**src/rtl/rf_write_arbiter_pkg.sv**
```systemverilog
// Shared widths, arbiter state encoding and small helpers for the basereg write arbiter.
package rf_write_arbiter_pkg;

    localparam int REG_ADDR_W = 5;
    localparam int XLEN       = 32;

    typedef enum logic [0:0] {
        ARB_NORMAL = 1'b0,
        ARB_FORCE  = 1'b1
    } arb_state_t;

    // x0 is hardwired to zero, so any write aimed at it is a no-op.
    function automatic logic is_reg_write(input logic [REG_ADDR_W-1:0] addr);
        return (addr != {REG_ADDR_W{1'b0}});
    endfunction

endpackage

```
**src/rtl/rf_wr_fifo.sv**
```systemverilog
// Small queue of long-latency results awaiting a free basereg write slot.
// Each entry carries a live bit that a younger WB write to the same register can clear.
module rf_wr_fifo
    import rf_write_arbiter_pkg::*;
#(
    parameter int DEPTH = 2,
    localparam int PTR_W = $clog2(DEPTH),
    localparam int CNT_W = PTR_W + 1
) (
    input  logic                  clk,
    input  logic                  rst,
    input  logic                  push,
    input  logic [REG_ADDR_W-1:0] push_addr,
    input  logic [XLEN-1:0]       push_data,
    input  logic                  pop,
    input  logic                  kill,
    input  logic [REG_ADDR_W-1:0] kill_addr,
    output logic                  full,
    output logic                  empty,
    output logic                  empty_next,
    output logic                  head_live,
    output logic [REG_ADDR_W-1:0] head_addr,
    output logic [XLEN-1:0]       head_data,
    output logic                  any_live
);

    logic [REG_ADDR_W-1:0] addr_r [DEPTH];
    logic [XLEN-1:0]       data_r [DEPTH];
    logic [DEPTH-1:0]      live_r;
    logic [PTR_W-1:0]      wr_ptr_r;
    logic [PTR_W-1:0]      rd_ptr_r;
    logic [CNT_W-1:0]      count_r;

    logic [CNT_W-1:0]      count_next_s;
    logic [DEPTH-1:0]      live_next_s;
    logic [REG_ADDR_W-1:0] slot_addr_s [DEPTH];
    logic                  slot_base_s [DEPTH];

    assign full       = (count_r == CNT_W'(DEPTH));
    assign empty      = (count_r == {CNT_W{1'b0}});
    assign empty_next = (count_next_s == {CNT_W{1'b0}});
    assign head_live  = live_r[rd_ptr_r] & ~empty;
    assign head_addr  = addr_r[rd_ptr_r];
    assign head_data  = data_r[rd_ptr_r];
    assign any_live   = |live_r;

    // Next occupancy and live bits; the kill also sees an entry being pushed this cycle.
    always_comb begin
        count_next_s = count_r + {{PTR_W{1'b0}}, push} - {{PTR_W{1'b0}}, pop};
        live_next_s  = live_r;
        for (int i = 0; i < DEPTH; i++) begin
            slot_addr_s[i] = (push && (wr_ptr_r == PTR_W'(i))) ? push_addr : addr_r[i];
            slot_base_s[i] = (push && (wr_ptr_r == PTR_W'(i))) ? is_reg_write(push_addr) :
                             (pop  && (rd_ptr_r == PTR_W'(i))) ? 1'b0 : live_r[i];
            live_next_s[i] = slot_base_s[i] & ~(kill && (slot_addr_s[i] == kill_addr));
        end
    end

    // Queue storage, pointers and occupancy.
    always_ff @(posedge clk or posedge rst) begin
        if (rst) begin
            wr_ptr_r <= {PTR_W{1'b0}};
            rd_ptr_r <= {PTR_W{1'b0}};
            count_r  <= {CNT_W{1'b0}};
            live_r   <= {DEPTH{1'b0}};
            for (int i = 0; i < DEPTH; i++) begin
                addr_r[i] <= {REG_ADDR_W{1'b0}};
                data_r[i] <= {XLEN{1'b0}};
            end
        end else begin
            if (push) begin
                addr_r[wr_ptr_r] <= push_addr;
                data_r[wr_ptr_r] <= push_data;
                wr_ptr_r         <= wr_ptr_r + 1'b1;
            end
            if (pop) begin
                rd_ptr_r <= rd_ptr_r + 1'b1;
            end
            count_r <= count_next_s;
            live_r  <= live_next_s;
        end
    end

endmodule

```
**src/rtl/rf_write_arbiter.sv**
```systemverilog
// Arbitrates the single basereg write port between WRITEBACK (always first) and queued
// long-latency results; a starving queue forces a pipeline stall until it drains.
module rf_write_arbiter
    import rf_write_arbiter_pkg::*;
#(
    parameter int FIFO_DEPTH   = 2,
    parameter int STARVE_LIMIT = 8
) (
    input  logic                  i_clk,
    input  logic                  i_rst,
    input  logic                  i_wb_wr,
    input  logic [REG_ADDR_W-1:0] i_wb_addr,
    input  logic [XLEN-1:0]       i_wb_data,
    input  logic                  i_lu_valid,
    input  logic [REG_ADDR_W-1:0] i_lu_addr,
    input  logic [XLEN-1:0]       i_lu_data,
    output logic                  o_lu_ready,
    output logic                  o_wr_rd,
    output logic [REG_ADDR_W-1:0] o_rd_addr,
    output logic [XLEN-1:0]       o_rd,
    output logic                  o_stall,
    output logic                  o_pending
);

    localparam int STARVE_W = $clog2(STARVE_LIMIT + 1);

    arb_state_t            state_r;
    arb_state_t            state_next_s;
    logic [STARVE_W-1:0]   starve_r;
    logic [STARVE_W-1:0]   starve_next_s;
    logic                  wr_rd_r;
    logic [REG_ADDR_W-1:0] rd_addr_r;
    logic [XLEN-1:0]       rd_r;
    logic                  stall_r;

    logic                  full_s;
    logic                  empty_s;
    logic                  empty_next_s;
    logic                  head_live_s;
    logic [REG_ADDR_W-1:0] head_addr_s;
    logic [XLEN-1:0]       head_data_s;
    logic                  any_live_s;
    logic                  wb_write_s;
    logic                  push_s;
    logic                  pop_s;
    logic                  head_write_s;
    logic                  sel_wr_s;
    logic [REG_ADDR_W-1:0] sel_addr_s;
    logic [XLEN-1:0]       sel_data_s;

    rf_wr_fifo #(.DEPTH(FIFO_DEPTH)) u_fifo (
        .clk        (i_clk),
        .rst        (i_rst),
        .push       (push_s),
        .push_addr  (i_lu_addr),
        .push_data  (i_lu_data),
        .pop        (pop_s),
        .kill       (wb_write_s),
        .kill_addr  (i_wb_addr),
        .full       (full_s),
        .empty      (empty_s),
        .empty_next (empty_next_s),
        .head_live  (head_live_s),
        .head_addr  (head_addr_s),
        .head_data  (head_data_s),
        .any_live   (any_live_s)
    );

    assign o_lu_ready = ~full_s;
    assign o_pending  = any_live_s;
    assign o_wr_rd    = wr_rd_r;
    assign o_rd_addr  = rd_addr_r;
    assign o_rd       = rd_r;
    assign o_stall    = stall_r;

    // Port selection: WB first, else a live head; dead heads leave without using the port.
    always_comb begin
        wb_write_s   = (state_r == ARB_NORMAL) && i_wb_wr && is_reg_write(i_wb_addr);
        push_s       = i_lu_valid & ~full_s;
        pop_s        = ~empty_s & (~head_live_s | ~wb_write_s);
        head_write_s = pop_s & head_live_s;
        sel_wr_s     = wb_write_s | head_write_s;
        if (wb_write_s) begin
            sel_addr_s = i_wb_addr;
            sel_data_s = i_wb_data;
        end else if (head_write_s) begin
            sel_addr_s = head_addr_s;
            sel_data_s = head_data_s;
        end else begin
            sel_addr_s = {REG_ADDR_W{1'b0}};
            sel_data_s = {XLEN{1'b0}};
        end
    end

    // Starve counter and NORMAL/FORCE next-state logic.
    always_comb begin
        starve_next_s = starve_r;
        state_next_s  = state_r;
        case (state_r)
            ARB_NORMAL: begin
                if (empty_s || pop_s) begin
                    starve_next_s = {STARVE_W{1'b0}};
                end else if (starve_r < STARVE_W'(STARVE_LIMIT)) begin
                    starve_next_s = starve_r + 1'b1;
                end else begin
                    starve_next_s = starve_r;
                end
                if (starve_next_s == STARVE_W'(STARVE_LIMIT)) begin
                    state_next_s = ARB_FORCE;
                end else begin
                    state_next_s = ARB_NORMAL;
                end
            end
            ARB_FORCE: begin
                starve_next_s = {STARVE_W{1'b0}};
                if (empty_next_s) begin
                    state_next_s = ARB_NORMAL;
                end else begin
                    state_next_s = ARB_FORCE;
                end
            end
            default: begin
                starve_next_s = {STARVE_W{1'b0}};
                state_next_s  = ARB_NORMAL;
            end
        endcase
    end

    // FSM state, counter and registered write-port/stall outputs.
    always_ff @(posedge i_clk or posedge i_rst) begin
        if (i_rst) begin
            state_r   <= ARB_NORMAL;
            starve_r  <= {STARVE_W{1'b0}};
            wr_rd_r   <= 1'b0;
            rd_addr_r <= {REG_ADDR_W{1'b0}};
            rd_r      <= {XLEN{1'b0}};
            stall_r   <= 1'b0;
        end else begin
            state_r   <= state_next_s;
            starve_r  <= starve_next_s;
            wr_rd_r   <= sel_wr_s;
            rd_addr_r <= sel_addr_s;
            rd_r      <= sel_data_s;
            stall_r   <= (state_next_s == ARB_FORCE);
        end
    end

endmodule

```
**config.mk**
```make
export PLATFORM = sky130hd
export DESIGN_NAME = rf_write_arbiter
export DESIGN_NICKNAME = d
export VERILOG_FILES = /design/src/rtl/rf_write_arbiter_pkg.sv /design/src/rtl/rf_wr_fifo.sv /design/src/rtl/rf_write_arbiter.sv
export SDC_FILE = /design/constraint.sdc
export NUM_CORES = 1
export LEC_CHECK = 0
export BUFFER_PORTS_ARGS = -buffer_cell sky130_fd_sc_hd__buf_2
export CELL_PAD_IN_SITES_DETAIL_PLACEMENT = 1
export CELL_PAD_IN_SITES_GLOBAL_PLACEMENT = 1
export CORE_ASPECT_RATIO = 2
export CORE_MARGIN = 1
export CORE_UTILIZATION = 40
export DETAILED_ROUTE_END_ITERATION = 16
export PLACE_DENSITY_LB_ADDON = 0.1
export SLEW_MARGIN = 15
export SYNTH_ARGS = -nofsm -noshare
export SYNTH_HDL_FRONTEND = slang
export SYNTH_SLANG_ARGS = --single-unit
```
**constraint.sdc**
```tcl
create_clock -name i_clk -period 4.3 [get_ports i_clk]
set_input_delay 0.86 -clock i_clk [delete_from_list [all_inputs] [get_ports i_clk]]
set_output_delay 0.86 -clock i_clk [all_outputs]
set_load 0.05 [all_outputs]
```
# Word level (Yosys, flattened, before mapping)
# Index checks and enable logic that the tools add are counted.
dict set report totals {
  regBits 123
  input_bits 78
  elab_cells 92
}
dict set report op_classes {
  addsub 5
  n_lt_le_gt_ge 5
  eq_ne 4
  mux 31
  bitwise 19
  n_reduce_logical 15
}
# operator n
set op_table {}
lappend op_table {{2-to-1 mux 32 bit} 6}
lappend op_table {{bitwise mux 64 bit} 1}
lappend op_table {{2-to-1 mux 5 bit} 8}
lappend op_table {{demux 32 bit (select 1 bit)} 1}
lappend op_table {{2-to-1 mux 4 bit} 3}
lappend op_table {{bitwise mux 10 bit} 1}
lappend op_table {{equality test 5 bit} 2}
lappend op_table {{nonzero test 5 bit} 2}
lappend op_table {{logical AND 1 bit} 9}
lappend op_table {{NOT 1 bit} 9}
lappend op_table {{2-to-1 mux 1 bit} 8}
lappend op_table {{one-hot mux 4 bit (2 select lines)} 1}
lappend op_table {{AND 1 bit} 6}
lappend op_table {{demux 5 bit (select 1 bit)} 1}
lappend op_table {{adder 4 x 1 -> 4 bit, second input constant} 1}
lappend op_table {{equality test 4 bit, second input constant} 1}
lappend op_table {{greater-or-equal comparator 2 bit, second input constant} 2}
lappend op_table {{logical NOT 2 bit} 2}
lappend op_table {{< comparator 4 bit, second input constant} 1}
lappend op_table {{NOT 1 -> 2 bit} 2}
lappend op_table {{adder 1 bit, second input constant} 2}
lappend op_table {{adder 2 x 1 -> 2 bit} 1}
lappend op_table {{equality test 2 bit, second input constant} 1}
lappend op_table {{< comparator 1 x 2 -> 1 bit, second input constant} 1}
lappend op_table {{other kinds (6)} 7}

# Longest topological paths before layout
# Gate-level depths: netlist of the first run.
dict set report logic_depth {
  ltp_word 12
  ltp_mapped 11
  ltp_nobuf 10
}

# Modules after synthesis
# From an unflattened synthesis of the first run, not the netlist that was laid out.
dict set report hier_totals {
  hier_cells 441
  hier_area_um2 5531.6
}
# module n_inst cells_each area_each_um2
set by_module_without_submodules {}
lappend by_module_without_submodules {rf_wr_fifo 1 257 3738.6}
lappend by_module_without_submodules {rf_write_arbiter 1 184 1793.0}

# Worst setup path before layout of the first run
# Ideal clock, no wire load.
dict set report synth_path {
  path_type {input port to flip-flop}
  from {input port i_wb_addr[0]}
  to {register stall_r (netlist: o_stall)}
  setup_ns 0.128
  t_arrival_ns 2.788
  required_time_ns 4.172
  slack_ns 1.384
  cell_stages 11
  n_path_buf 1
  path_cell_list {buf_6 -> or4_4 -> o21a_4 -> a21oi_1 -> ha_1 -> inv_1 -> ha_1 -> xnor2_1 -> xnor2_1 -> o21ai_0 -> o31ai_1}
}
# item line_no
set synth_rtl {}
lappend synth_rtl {{start, declared} rf_write_arbiter.sv:12} ;# input logic [REG_ADDR_W-1:0] i_wb_addr,
lappend synth_rtl {{nonzero test 5 bit} rf_write_arbiter_pkg.sv:14} ;# return (addr != {REG_ADDR_W{1'b0}});
lappend synth_rtl {{logical AND 1 bit} rf_write_arbiter.sv:78} ;# wb_write_s = (state_r == ARB_NORMAL) && i_wb_wr && is_reg_write(i_wb_addr);
lappend synth_rtl {{NOT 1 bit} rf_write_arbiter.sv:80} ;# pop_s = ~empty_s & (~head_live_s | ~wb_write_s);
lappend synth_rtl {{OR 1 bit} rf_write_arbiter.sv:80}
lappend synth_rtl {{AND 1 bit} rf_write_arbiter.sv:80}
lappend synth_rtl {{subtractor 2 x 1 -> 2 bit} rf_wr_fifo.sv:49} ;# count_next_s = count_r + {{PTR_W{1'b0}}, push} - {{PTR_W{1'b0}}, pop};
lappend synth_rtl {{named net u_fifo.count_next_s[1]} rf_wr_fifo.sv:34} ;# logic [CNT_W-1:0] count_next_s;
lappend synth_rtl {{logical NOT 2 bit} rf_wr_fifo.sv:41} ;# assign empty_next = (count_next_s == {CNT_W{1'b0}});
lappend synth_rtl {{2-to-1 mux 1 bit} rf_write_arbiter.sv:116} ;# if (empty_next_s) begin
lappend synth_rtl {{one-hot mux 1 bit (2 select lines)} rf_write_arbiter.sv:99} ;# case (state_r)
lappend synth_rtl {{named net state_next_s} rf_write_arbiter.sv:28} ;# arb_state_t state_next_s;
lappend synth_rtl {{end signal, assigned} rf_write_arbiter.sv:144} ;# stall_r <= (state_next_s == ARB_FORCE);
lappend synth_rtl {{end, declared} rf_write_arbiter.sv:34} ;# logic stall_r;
# The timed path passes the listed nets, and every way through them passes these cells. The select of a mux whose other input is x is not followed.
# A chain may end at the register's enable or synchronous reset.

# Worst setup path after layout of the first run
# Ends and elaborated chain as after synthesis.

==> summary.txt, run 1 <==
Final layout
  – Multi-input logic area: 2310 um2
  – Diodes inserted: 0
  – Fin area: 6930 um2
  – Register area: 3080 um2
  – Fillers: 1433
  – Core Util, Final: 0.513
  – Area grow syn2layout: 24.7%
  – Proportion of layout cells with a drive suffix above 1: 0.490
  – Nets: 619

Clocking
  – Hold buffer count at cts: 0
  – Num CTS Buffers: 17
  – Reg clk slew, reported paths: 60 ps
  – # Post-CTS Setup Buffers: 0
  – CTS Buffer Depth: 2
  – H-tree depth: 4
  – TritonCTS clock tree: yes
  – Clock latency on the worst-skew pair: 410 ps
  – Root buf cell: clkbuf_16
  – TritonCTS sink count: 123
  – Post-CTS Resized: 0

GRT
  – Largest net degree at the start of global routing: 68
  – Initial antenna violation count: 0
  – Vias in the first global route: 4188
  – GRT Util Overall: 0.203
  – Most Used Layer, Global Route: met2
  – First-pass GRT wire length: 22.0 mm
  – GRT overflow: 0
  – Met2 Use GR: 0.384
  – GR Util met1: 0.216
  – Grt met3 use: 0.0522

STA
  – Setup TNS: 0 ps
  – RSZ-0062 raised after global routing: false
  – Fmax: 0.372 GHz
  – Final Hold Vio Count: 0
  – Least-Margin Pin Slew: 1010 ps
  – Setup Skew: 7.84 ps
  – Final min period: 2690 ps
  – Worst Slack Setup Final: 1610 ps
  – Slew HR: 0.327
  – Endpoints failing setup: 0
  – Fin crit share: 0.625
  – Hold slack final: 503 ps
  – Final slew viol count: 0

Setup path
  – Max incr delay on CP: 560 ps
  – WP data arrival: 2970 ps
  – WS Path Type: in2reg
  – Slowest CP cell: or4_4
  – Setup crit start kind: input pin
  – Crit path cell chain: buf_2 -> or4_4 -> o21a_4 -> a21oi_1 -> ha_1 -> inv_1 -> ha_1 -> xnor2_1 -> xnor2_1 -> o21ai_0 -> o31ai_1
  – Worst path required time: 4590 ps
  – Critical path fanouts, max: 7
  – CP Capture Type: register

Yosys
  – Syn Area/Cell: 13.3 um2
  – Most used DFF post-synth: dfrtp_1
  – Synthesis Warnings: 0
  – FF+latch count, synth: 123
  – Net Count, Synth: 499
  – Synth cell types: 40
  – Post-synth EDFFs: 0
  – Synth Cell Area: 5550 um2
  – Post-synthesis cell count: 418
  – Post-synth ARST share: 1.00
  – Seq/Total Area, Yosys: 0.554

Die
  – Initial core utilization: 0.411
  – Die height: 169 um
  – IO Count: 119
  – Horiz. Die Dim: 85.3 um
  – Die area: 14400 um2
  – FP Rows: 60
  – Core area: 13500 um2

Detailed routing
  – DRT antenna net count: 0
  – Routed WL: 13.3 mm
  – Via count: 3711
  – Residual DRC: 0
  – Pre-antenna DRT Iters: 4
  – 1st-iter DRT viols: 93
  – Routed length per instance: 18.8 um
  – Vias per cell: 5.26

Placement
  – Worst slack, placed: 1200 ps
  – Routability congestion estimate from global placement: 0.859
  – Post-DP HPWL: 9.07 mm
  – Port bufs: 118
  – DP Area: 6270 um2

Power and ir drop
  – P per Cell Area: 837 nW/um2
  – Max rail drop VDD: 0.000439 V
  – Static Leak: 3.24 nW

Status
  – Status: finished, final reports clean

Run
  – Max-cap violations: 0

Hold path
  – Min-Delay Path Class: reg2reg
## where the power goes
group | internal [mW] | switching (mW)
registers | 1.68 | 0.269
logic | 0.899 | 1.38
clock network | 1.05 | 0.527
## cell usage after synthesis (4+ instances only)
| cell type | count | area share |
|---|---|---|
| dfrtp_1 | 123 | 0.55 |
| a21oi_1 | 5 | 0.0045 |
| o31ai_2 | 28 | 0.063 |
| nand2_1 | 40 | 0.027 |
| mux2_2 | 74 | 0.15 |
| nor2_1 | 9 | 0.0061 |
| nor2b_1 | 4 | 0.0045 |
| o31ai_1 | 5 | 0.0068 |
| inv_1 | 10 | 0.0068 |
| buf_2 | 14 | 0.013 |
| xor2_1 | 5 | 0.0079 |
| xnor2_1 | 11 | 0.017 |
| o21ai_0 | 10 | 0.0090 |
| clkbuf_1 | 4 | 0.0027 |
| buf_6 | 5 | 0.010 |
| mux2i_1 | 39 | 0.070 |
## per-stage QoR
step | instances | total power, mW
after floorplan | 418 | 3.69
after global placement | 674 | 4.18
after detailed placement | 674 | 4.27
after CTS | 706 | 5.89
after global routing | 706 | 6.15
final | 706 | 5.80
## cell type report
type / count / area share
multi-input combinational: 260 / 0.333
tap: 155 / 0.0280
inverter: 11 / 0.00632
sequential: 123 / 0.445
clock inverter: 14 / 0.0316
clock buffer: 18 / 0.0634
timing repair buffer: 125 / 0.0929
## sequential cells by signal (all words and copies together), names as in the netlist
register / count
o_rd_addr: 5
u_fifo.count_r: 2
u_fifo.live_r: 2
o_stall: 1
u_fifo.addr_r: 10
u_fifo.rd_ptr_r: 1
o_rd: 32
u_fifo.data_r: 64
o_wr_rd: 1
starve_r: 4
u_fifo.wr_ptr_r: 1
## worst paths after layout
kind | endpoint | from | cells past startpoint | slack, ps
setup / recovery | o_stall | i_wb_addr[0] | 11 | 1610
hold / removal | u_fifo.data_r[42] | u_fifo.data_r[42] | 1 | 500
setup reg to reg | u_fifo.data_r[63] | u_fifo.count_r[1] | 4 | 1780
hold reg to reg | u_fifo.data_r[42] | u_fifo.data_r[42] | 1 | 500
max in group asynchronous | u_fifo.data_r[40] | i_rst | 3 | 2780
min in group asynchronous | o_rd[20] | i_rst | 2 | 610
## cell usage in the layout (no fill, tap or decap), types with 3 or more instances in the layout
cell       synthesis  layout
nor2b_1            4       4
mux2i_1           39      39
a21oi_1            5       5
bufinv_16          0       5
clkinv_4           0       4
ha_1               3       3
inv_1             10       9
a221oi_1           3       3
o21ai_0           10      10
xnor2_1           11      11
clkbuf_16          0      17
buf_4              0       7
dfrtp_1          123     122
o31ai_1            5       5
xor2_1             5       5
o31ai_2           28      28
nand2_1           40      40
mux2_2            74      74
nor2_1             9       9
buf_2             14     118
## cell families after synthesis
| logic type | count (synthesis) | synth area share |
|---|---|---|
| flops | 123 | 0.554 |
| simple gates | 67 | 0.0575 |
| mux | 113 | 0.220 |
| xor+xnor | 16 | 0.0252 |
| buf+inv | 35 | 0.0336 |
| fa+ha+maj | 3 | 0.00676 |
| compound gates | 61 | 0.102 |
## routing by layer
metal  wire length, um  vias up  share of wire
li1                  -     1728              -
met3               507       13          0.038
met1              4970     1883           0.37
met2              7660       87           0.58
met5                 0        -              0
met4               158        0          0.012
## worst max-delay path: cells and delay by family
family / cells / cell delay, ps
simple gates: 1 / 560
xor+xnor: 2 / 230
fa+ha+maj: 2 / 440
buf+inv: 2 / 200
compound gates: 4 / 680
Power figures use the tool's default switching activity.
==> run 2: changes to the inputs <==
Settings changed: CORE_UTILIZATION 40 to 44.
Clock period 4.3 ns to 2.7 ns, I/O delays scaled along.
==> summary.txt, run 2 (synthesis results as in run 1) <==
Status
  – Status: finished, final reports clean

STA
  – Least-Margin Pin Slew: 823 ps (-185 ps)
  – Fmax: 0.426 GHz
  – Slew HR: 0.451 (+0.124)
  – Final min period: 2350 ps
  – Setup Skew: 6.29 ps (-1.55 ps)
  – Endpoints failing setup: 0 (unchanged)
  – Hold slack final: 271 ps (-231 ps)
  – Final Hold Vio Count: 0 (unchanged)
  – RSZ-0062 raised after global routing: false
  – Final slew viol count: 0 (unchanged)
  – Fin crit share: 0.870

Setup path
  – Max incr delay on CP: 550 ps (about the same)
  – CP Capture Type: register
  – Worst path required time: 2980 ps (-1610 ps)
  – Crit path cell chain: buf_2 -> or4_4 -> o21a_4 -> a21oi_1 -> ha_1 -> inv_1 -> ha_1 -> xnor2_1 -> xnor2_1 -> o21ai_0 -> o31ai_1
  – WP data arrival: 2630 ps (-340 ps)
  – WS Path Type: in2reg
  – Crit-path leading delay family: compound AO/OA/AOI/OAI gates
  – Critical path fanouts, max: 2 (-5)
  – Slowest CP cell: or4_4
  – Setup crit start kind: input pin
  – Worst path bufs/invs: 2 (unchanged)

Power and ir drop
  – Comb pwr share: 0.416 (+0.023)
  – Net switching power: 3.50 mW (+61%)
  – Clock Power Share: 0.234 (-0.037)
  – Seq pwr share: 0.350 (+0.014)
  – Switching part of the total: 0.391 (+0.0163)
  – Internal power: 5.44 mW (+50%)
  – P per Cell Area: 1290 nW/um2 (+54%)
  – Static Leak: 3.23 nW (-0.13%)
  – Max rail drop VDD: 0.000729 V (+66%)

Final layout
  – Fin area: 6920 um2 (about the same)
  – Most common cell after layout, fill and taps aside: dfrtp_1
  – Nets: 630 (+1.8%)
  – Fillers: 1287 (-10%)
  – Max reg flops: 64 (unchanged)
  – Area grow syn2layout: 24.7% (about the same)
  – Most flops, register: u_fifo.data_r
  – Proportion of layout cells with a drive suffix above 1: 0.496 (+0.00642)
  – Commonest non-fill, non-tap cells in the layout: 122 x dfrtp_1, 118 x buf_2, 74 x mux2_2

Detailed routing
  – Via count: 3832 (+3.3%)
  – DRT antenna net count: 0 (unchanged)
  – Routed length per instance: 19.2 um (+2.0%)
  – Routed WL: 13.7 mm (+3.0%)
  – Vias per cell: 5.37 (+2.2%)
  – Pre-antenna DRT Iters: 4 (unchanged)
  – 1st-iter DRT viols: 138 (+48%)
  – Residual DRC: 0 (unchanged)

Clocking
  – Root buf cell: clkbuf_16
  – Reg clk slew, reported paths: 60 ps (about the same)
  – H-tree depth: 4 (unchanged)
  – TritonCTS clock tree: yes
  – Num CTS Buffers: 17 (unchanged)
  – TritonCTS sink count: 123 (unchanged)
  – # Post-CTS Setup Buffers: 0 (unchanged)
  – Post-CTS Resized: 0 (unchanged)
  – Hold buffer count at cts: 0 (unchanged)
  – Clock latency on the worst-skew pair: 400 ps (about the same)
  – CTS Buffer Depth: 2 (unchanged)

Die
  – FP Rows: 57 (-5.0%)
  – Die height: 161 um (-4.6%)
  – Core area: 12200 um2 (-9.8%)
  – Initial core utilization: 0.455 (+0.0444)
  – Die area: 13100 um2 (-8.9%)
  – Horiz. Die Dim: 81.4 um (-4.5%)
  – IO Count: 119 (unchanged)

GRT
  – Vias in the first global route: 4371 (+4.4%)
  – GRT Util Overall: 0.232 (+0.0291)
  – First-pass GRT wire length: 22.2 mm (+0.63%)
  – Largest net degree at the start of global routing: 68 (unchanged)
  – GRT overflow: 0 (unchanged)
  – Initial antenna violation count: 4 (+4)

Placement
  – Port bufs: 118 (unchanged)
  – Post-DP HPWL: 9.49 mm (+4.6%)
  – DP Area: 6370 um2 (+1.6%)
  – Routability congestion estimate from global placement: 0.851 (-0.99%)

Run
  – Max-cap violations: 0 (unchanged)

Hold path
  – Min-Delay Path Class: in2async
==> run 2: cell count changes in the layout (fill, tap and decap cells not counted), moves of 2 or more <==
| cell | previous run | this run |
|---|---|---|
| buf_12 | 0 | 2 |
| buf_4 | 7 | 16 |
| bufinv_16 | 5 | 1 |
| clkbuf_1 | 0 | 2 |
| clkinv_2 | 2 | 5 |
| clkinv_4 | 4 | 0 |
| clkinvlp_4 | 2 | 7 |
| diode_2 | 0 | 4 |
==> run 2: power groups by stage <==
stage               logic (mW)  registers [mW]  clock network, mW
floorplan                 2.17            3.70                  0
finish                    3.72            3.12               2.09
detailed placement        3.74            3.14                  0
CTS                       3.77            3.13               2.14
global placement          3.63            3.07                  0
global route              3.99            3.23               2.21
==> run 2: per-stage QoR <==
stage | power [mW] | setup slack, ps | TNS, ps | instances | utilization
final | 8.93 | 352 | 0 | 713 | 0.568
after global routing | 9.43 | 214 | 0 | 712 | 0.567
after CTS | 9.04 | 351 | 0 | 709 | 0.567
after detailed placement | 6.88 | -55.4 | -55.4 | 677 | 0.522
after global placement | 6.70 | 12.4 | 0 | 677 | 0.522
after floorplan | 5.87 | 104 | 0 | 418 | -
==> run 2: cell type report <==
class | instances | area [um2] | area share
Timing Repair Buffer | 136 | 751 | 0.108
Clock inverter | 12 | 100 | 0.0145
Inverter | 11 | 45.0 | 0.00651
Tap cell | 147 | 184 | 0.0266
Clock buffer | 20 | 447 | 0.0645
Antenna cell | 4 | 10.0 | 0.00145
Sequential cell | 123 | 3080 | 0.445
Multi-Input combinational cell | 260 | 2310 | 0.333
==> run 2: path summary, 6_finish.rpt <==
| kind | startpoint | endpoint | slack (ps) | cells after the start |
|---|---|---|---|---|
| min in group i_clk | i_wb_data[31] | o_rd[31] | 340 | 3 |
| max | i_wb_addr[0] | o_stall | 350 | 11 |
| min reg2reg | u_fifo.data_r[1] | u_fifo.data_r[1] | 510 | 1 |
| max in group asynchronous | i_rst | u_fifo.data_r[26] | 1760 | 3 |
| max reg2reg | o_stall | o_stall | 480 | 5 |
| min | i_rst | o_rd[12] | 270 | 2 |
==> run 2: per-layer routing <==
metal	wire, um	track usage
met1	5030	0.249
met3	582	0.0580
met5	0	0
met2	7650	0.406
met4	433	0.118
==> run 2: worst reg2reg max path, stage by stage, from the launching register on <==
cell,delay [ps]
dfrtp_1,400
nor2b_1,300
o21a_4,190
buf_4,620
nand2b_1,340
o31ai_1,290
